<file path="config.mk">
export PLATFORM = sky130hd
export DESIGN_NAME = kypd_emulator
export DESIGN_NICKNAME = d
export VERILOG_FILES = /design/src/rtl/kypd_pkg.sv /design/src/rtl/kypd_hold_timer.sv /design/src/rtl/kypd_emulator.sv
export SDC_FILE = /design/constraint.sdc
export NUM_CORES = 1
export LEC_CHECK = 0
export ABC_AREA = 1
export CORE_MARGIN = 4
export CORE_UTILIZATION = 53
export DETAILED_ROUTE_END_ITERATION = 16
export PLACE_DENSITY = 0.79
export SLEW_MARGIN = 30
export SYNTH_ARGS = -nofsm -noshare
export SYNTH_HDL_FRONTEND = slang
export SYNTH_SLANG_ARGS = --single-unit
</file>
<file path="constraint.sdc">
create_clock -name clk -period 1.63 [get_ports clk]
set_input_delay 0.326 -clock clk [delete_from_list [all_inputs] [get_ports clk]]
set_output_delay 0.326 -clock clk [all_outputs]
set_load 0.01 [all_outputs]
</file>
<file path="src/rtl/kypd_pkg.sv">
// Shared types and key map for the 4x4 keypad emulator.
package kypd_pkg;

    typedef enum logic [1:0] {
        IDLE  = 2'd0,
        PRESS = 2'd1,
        GAP   = 2'd2
    } state_t;

    typedef struct packed {
        logic [1:0] col_idx;
        logic [1:0] row_idx;
    } key_pos_t;

    function automatic key_pos_t key_to_pos(input logic [3:0] key);
        key_pos_t p;
        unique case (key)
            4'h1: p = '{col_idx: 2'd0, row_idx: 2'd0};
            4'h2: p = '{col_idx: 2'd1, row_idx: 2'd0};
            4'h3: p = '{col_idx: 2'd2, row_idx: 2'd0};
            4'h4: p = '{col_idx: 2'd0, row_idx: 2'd1};
            4'h5: p = '{col_idx: 2'd1, row_idx: 2'd1};
            4'h6: p = '{col_idx: 2'd2, row_idx: 2'd1};
            4'h7: p = '{col_idx: 2'd0, row_idx: 2'd2};
            4'h8: p = '{col_idx: 2'd1, row_idx: 2'd2};
            4'h9: p = '{col_idx: 2'd2, row_idx: 2'd2};
            4'h0: p = '{col_idx: 2'd0, row_idx: 2'd3};
            4'hF: p = '{col_idx: 2'd1, row_idx: 2'd3};
            4'hE: p = '{col_idx: 2'd2, row_idx: 2'd3};
            4'hA: p = '{col_idx: 2'd3, row_idx: 2'd0};
            4'hB: p = '{col_idx: 2'd3, row_idx: 2'd1};
            4'hC: p = '{col_idx: 2'd3, row_idx: 2'd2};
            default: p = '{col_idx: 2'd3, row_idx: 2'd3};
        endcase
        return p;
    endfunction

endpackage

</file>
<file path="src/rtl/kypd_hold_timer.sv">
// 16-bit loadable down-counter that parks at zero.
module kypd_hold_timer (
    input  logic        clk,
    input  logic        reset,
    input  logic        load,
    input  logic [15:0] load_val,
    output logic        zero
);

    logic [15:0] cnt_q;
    logic [15:0] cnt_d;

    always_comb begin
        cnt_d = cnt_q;
        if (load) begin
            cnt_d = load_val;
        end else if (cnt_q != 16'd0) begin
            cnt_d = cnt_q - 16'd1;
        end
    end

    always_ff @(posedge clk) begin
        if (reset) begin
            cnt_q <= 16'd0;
        end else begin
            cnt_q <= cnt_d;
        end
    end

    assign zero = (cnt_q == 16'd0);

endmodule

</file>
<file path="src/rtl/kypd_emulator.sv">
// Keypad emulator: holds one key pressed against the column scan,
// then forces a release gap before accepting the next request.
module kypd_emulator
    import kypd_pkg::*;
#(
    parameter int unsigned HOLD_CYCLES = 64,
    parameter int unsigned GAP_CYCLES  = 64
) (
    input  logic       clk,
    input  logic       reset,
    input  logic [3:0] col,
    output logic [3:0] row,
    input  logic       req_valid,
    input  logic [3:0] req_key,
    output logic       req_ready,
    input  logic       abort,
    output logic       busy,
    output logic       done,
    output logic [7:0] press_count
);

    localparam logic [15:0] HOLD_LD = 16'(HOLD_CYCLES - 1);
    localparam logic [15:0] GAP_LD  = 16'(GAP_CYCLES - 1);

    state_t      state_q, state_d;
    key_pos_t    key_q, key_d;
    logic        done_q, done_d;
    logic [7:0]  cnt_q, cnt_d;
    logic        tmr_load;
    logic [15:0] tmr_val;
    logic        tmr_zero;

    kypd_hold_timer u_timer (
        .clk      (clk),
        .reset    (reset),
        .load     (tmr_load),
        .load_val (tmr_val),
        .zero     (tmr_zero)
    );

    assign req_ready = (state_q == IDLE) && !reset;

    always_comb begin
        state_d  = state_q;
        key_d    = key_q;
        done_d   = 1'b0;
        tmr_load = 1'b0;
        tmr_val  = HOLD_LD;
        unique case (state_q)
            IDLE: begin
                if (req_valid && req_ready) begin
                    state_d  = PRESS;
                    key_d    = key_to_pos(req_key);
                    tmr_load = 1'b1;
                    tmr_val  = HOLD_LD;
                end
            end
            PRESS: begin
                if (tmr_zero || abort) begin
                    state_d  = GAP;
                    tmr_load = 1'b1;
                    tmr_val  = GAP_LD;
                end
            end
            GAP: begin
                if (tmr_zero) begin
                    state_d = IDLE;
                    done_d  = 1'b1;
                end
            end
            default: state_d = IDLE;
        endcase
    end

    // Count lags done by one cycle so it reflects completed sequences.
    assign cnt_d = cnt_q + {7'd0, done_q};

    always_ff @(posedge clk) begin
        if (reset) begin
            state_q <= IDLE;
            key_q   <= '0;
            done_q  <= 1'b0;
            cnt_q   <= 8'd0;
        end else begin
            state_q <= state_d;
            key_q   <= key_d;
            done_q  <= done_d;
            cnt_q   <= cnt_d;
        end
    end

    always_comb begin
        row = 4'hF;
        if (state_q == PRESS && !col[key_q.col_idx]) begin
            row[key_q.row_idx] = 1'b0;
        end
    end

    assign busy        = (state_q != IDLE);
    assign done        = done_q;
    assign press_count = cnt_q;

endmodule
</file>
; ---- Word-level counts from Yosys, hierarchy flattened
; Memories as Yosys holds them, arrays and structs flattened. A register that Yosys moved wholly into a read port is not among the register bits.
; Cells that the tools add are included.
[op_classes]
n_mul = 0
magnitude_cmp = 3
div_mod_pow = 0
muxes = 15
bitwise_logic = 2
n_addsub = 2
n_reduce_logical = 16
eq_ne = 5
shift = 0
[op_table]
columns = op, count
row1 = $logic_not 16->1, 1
row2 = $reduce_bool 16->1, 1
row3 = $sub 16x1->16 const B, 1
row4 = $mux 6, 2
row5 = $add 8x1->8, 1
row6 = $lt 2x3->1 const B, 2
row7 = $mux 2, 3
row8 = $pmux 2 s3, 1
row9 = $mux 1, 5
row10 = $logic_and 1x1->1, 4
row11 = $mux 4, 1
row12 = $ne 2x2->1 const B, 2
row13 = $not 4->4, 1
row14 = $reduce_bool 2->1, 2
row15 = $reduce_or 2->1, 2
row16 = $reduce_and 3->1, 1
row17 = $bmux 1 s2, 1
row18 = $demux 1 s2, 1
row19 = $eq 2x1->1 const B, 1
row20 = $eq 2x2->1 const B, 1
row21 = $ge 2x1->1 const B, 1
row22 = $logic_not 1->1, 2
row23 = $logic_not 2->1, 1
row24 = $ne 2x1->1 const B, 1
row25 = other kinds (4), 4
[totals]
ram_bits = 0
register_bits = 27
romBits = 64
n_memories = 1
output_inout_bits = 15
latch_bits = 0
[memory_table]
columns = name, words, width, read_ports, rd_clocked_by_memory_dff, wr, line
row1 = (name not given), 16, 4, 1, 1, 0, kypd_pkg.sv:17  ; unique case (key)

; ---- Longest topological paths before layout
[logic_depth]
depth_word = 6
mapped_depth = 12
mapped_depth_nobuf = 12

; ---- Cells and area by module
; Synthesis repeated with hierarchy kept, for this count alone.
[unflattened]
hier_cells = 311
area_unflattened_um2 = 1981.9
[modules_own_cells]
columns = mod, instances, cells_each, seq_area_each_um2, area_per_inst_um2
row1 = kypd_hold_timer, 1, 179, 320.3, 1114.8
row2 = kypd_emulator, 1, 132, 300.3, 867.1

; ---- Worst setup path before layout
; No wires, ideal clock.
[synth_timing]
path_kind = register to register
start = register u_timer.cnt_q[0]
end = register u_timer.cnt_q[2]
stages_incl_launch_ff = 12
arrival_ns = 1.239
setup_slack_ns = 0.263
path_buffers = 0
setup_time_ns = 0.128
path_cell_list = dfxtp_1 > inv_1 > ha_1 > inv_1 > nor2_1 > nand2_1 > nor2_2 > nand2_1 > nand3b_1 > nand2_1 > nor2_1 > nor2_1
[synth_between]
elab_chain_cells = 5
elab_cells_between_ends = 9
[synth_rtl]
columns = element, line
row1 = from (decl), kypd_hold_timer.sv:10  ; logic [15:0] cnt_q;
row2 = from (signal assigned), kypd_hold_timer.sv:26  ; cnt_q <= cnt_d;
row3 = branches (longest 5 deep; another with $sub 16x1->16), -
; Several ways; the timed one is not identified. The select of a mux whose other input is x is not followed.
; A chain may end at the register's enable or synchronous reset.

; ---- Worst setup path after layout
[layout_timing]
start = register key_q[2] in the netlist's numbering
end = output port row[0]
[layout_between]
elab_chain_cells = 5
[layout_rtl]
columns = element, line
row1 = from (decl), kypd_emulator.sv:26  ; key_pos_t key_q, key_d;
row2 = from (signal assigned), kypd_emulator.sv:86  ; key_q <= key_d;
row3 = $bmux 1 s2, kypd_emulator.sv:94  ; if (state_q == PRESS && !col[key_q.col_idx]) begin
row4 = $mux 1 (implied by the code), kypd_emulator.sv:94
row5 = $logic_not 1->1, kypd_emulator.sv:94
row6 = $logic_and 1x1->1, kypd_emulator.sv:94
row7 = $mux 4, kypd_emulator.sv:94
row8 = to (decl), kypd_emulator.sv:12  ; output logic [3:0] row,
; No other way between the ends. The select of a mux whose other input is x is not followed.

==> impl_results.md <==
* Pwr per Cell Area at roughly 1400 mW/mm²
* Synth Area in Adders at under 10%
* Hpwl dp at roughly 3000 µm
* Clock Skew at 0.005820 ns
* RSZ-0062 raised after global routing: yes
* R2R cell count at 9
* Period utilization at 106.6%
* Die height at 65.20 µm
* Failing checks: setup timing
* Diodes inserted at 0
* GR Util All Layers at 20.22%
* Area of the core at 0.003103 mm²
* Final Hold Viols at 0
* Crit path max fanout at 4
* Die area at roughly 0.0043 mm²
* Final core utilization at slightly above 70%
* Fin crit period at 1.737 ns
* IO Count at 27
* Post-route cell area at between 0.002 and 0.0025 mm²
* Largest family of logic cells by synthesized area: simple AND/OR/NAND/NOR gates
* Seq/Total Area, Yosys at a little over a third
* Crit start category: flip-flop
* Antenna violations before repair at 0
* Grt ovf at 0
* EDFF count, synth at 0
* Area growth syn-to-layout at 27.63%
* Critical path type: flip-flop to output pin
* Mapped Area at approximately 0.0017 mm²
* Reg clk slew, reported paths at approximately 0.1 ns
* CTS Root Cell: clkbuf_4
* Hold path cells at 2
* Port Buf Inserts at 26
* Distinct cells, synth at 25
* Post-synthesis mux area share at 0%
* Fin nets at roughly 320
* Final setup margin at -0.1069 ns
* Simple-Gate Fraction of Synth Area at 40.91%
* Peak supply drop at between 0.5 and 0.6 mV
* # hold bufs at CTS at 0
* Iteration-0 DRC Markers at 74
* Setup-failing EPs final at 4
* First-pass GRT wire length at slightly below 7000 µm
* Post-synth ARST share at 0%
* Measured slew at the worst slew-check pin at 0.3179 ns
* Net Count, Synth at around 270
* Most frequent cell after synthesis: nand2_1
* Synth Flop Type: dfxtp_1
* Maximum clock path buffer count at 2
* Xor and xnor area share after synthesis at under 10%
* Compound-gate portion of the synthesized area at just over 8%
* Syn_area_per_cell at ~6.7 µm²
* # rows at 20
* Via total after detailed routing at roughly 1700
* FF+latch count, synth at 31
* Die W at 65.20 µm
* Status: complete, but fails checks
* DR WL/cell at 10.76 µm
* CTS tree: done
* Post-Syn Instances at about 260
* DRC viols at 0
* Slew margin rel. at ~79%
* GP Congestion at 0.8963
* Largest net degree at the start of global routing at 14
* Total of max-cap violations at 0
* Drt total wl at ~3700 µm
* Pre-Repair DR Iteration Count at 4
* CTS Buf Count at 5
* Commonest cells post-synth: nand2_1 (70), nor2_1 (49), dfxtp_1 (31)
* Final Max Slew Viols at 0
* Vias in the first global route at between 1500 and 2000
* Layout cells sized above 1 at between 20 and 25%
* Hold Path Class: flip-flop to flip-flop
* R2R Path Start: u_timer.cnt_q[1]
* Hold Path Origin: key_q[1]
* Via density per instance at ~4.8
* Initial Util at between 50% and 60%
* Placed Instance Area at 0.002143 mm²
* Flop-to-flop setup slack at 0.06 ns
* Crit path capture type: output pin
* Setup WS pre-CTS at -0.5228 ns
* CTS H-tree depth at 2
* Yosys top cell by area: dfxtp_1
* Clock tree sinks at 31
* Cell leakage power at approximately 1.1 nW
* Synth Warn # at 0
* Area share of the largest cell type after synthesis at a little over a third
* Critical path arrival at roughly 1.4 ns
* Max frequency at between 0.5 and 0.6 GHz
* Setup crit start: key_q[2]
* Top cells by area, synth: dfxtp_1 (36%), nand2_1 (15%), nor2_1 (11%)
* ANT nets after route at 0
* Worst skew pair latency at about 0.34 ns
* Req. time, crit path at between 1 and 1.5 ns
* Power, Total at 0.003170 W
## critical path, stage by stage, from the launching register on
cell	delay, ns
dfxtp_2	0.37
inv_2	0.05
buf_4	0.12
nor2_1	0.10
o31ai_2	0.08
nor2_1	0.14
nand2_1	0.07
buf_2	0.13
## state kept, by name, indices dropped and copies added (netlist names)
signal,flops
key_q,4
done,1
state_q,2
press_count,8
u_timer.cnt_q,16
## power by group
group | switching, W | internal, W
sequential | 0.000143 | 0.000908
combinational | 0.00102 | 0.000658
clock | 0.000279 | 0.000164
total | 0.00144 | 0.00173
## what timing repair did
item                                    in CTS  in global routing
buffers inserted                             1                  1
gates resized for setup                     25                 10
pin swaps                                    5                  7
endpoints found under the setup margin       8                 12
## layout by cell type, fill, tap and decap left out, types with 5 or more instances in the layout
master	instances
dfxtp_1	28
nor2_2	14
xor2_1	6
a21oi_1	7
nand3_1	12
xnor2_1	5
nand2_1	69
nor2_1	49
clkbuf_4	5
inv_1	22
inv_2	5
o21ai_0	7
clkdlybuf4s50_1	15
buf_4	13
nand2_2	5
## logic make-up (layout without fill, tap and decap cells)
| group | Yosys count | in the layout |
|---|---|---|
| AO/OA/AOI/OAI | 23 | 23 |
| XOR/XNOR | 11 | 11 |
| adder cells (fa/ha/maj) | 4 | 4 |
| buffers and inverters | 30 | 76 |
| flip-flops | 31 | 31 |
| AND/OR/NAND/NOR | 159 | 159 |
## metal layers
metal	global-route usage, %	vias to the layer above	wire length (µm)
met1	26.70	747	1828
met2	31.23	25	1711
met3	5.128	8	132
li1	-	894	-
met5	0	-	0
met4	8.549	0	74
## worst paths after layout
check	to
min	key_q[1]
min reg2reg	key_q[1]
max reg2reg	done
max	row[0]
## layout make-up
| cell class | count | area, µm² |
|---|---|---|
| multi-input combinational | 197 | 1011 |
| fill | 281 | 889.6 |
| sequential | 31 | 624.3 |
| timing repair buffer | 40 | 360.3 |
| inverter | 28 | 105.1 |
| tap | 44 | 55.05 |
| clock buffer | 5 | 37.54 |
| clock inverter | 3 | 20.02 |
## per-stage QoR
step,TNS (ns),hold WS [ns],instances
after floorplan,0,0.3999,258
after global placement,-2.313,0.4828,338
after detailed placement,-2.481,0.4836,338
after CTS,-0.5943,0.5004,347
after global routing,-0.8186,0.5280,348
final,-0.3549,0.4973,348
No activity file was read; power rests on OpenSTA's default activity.
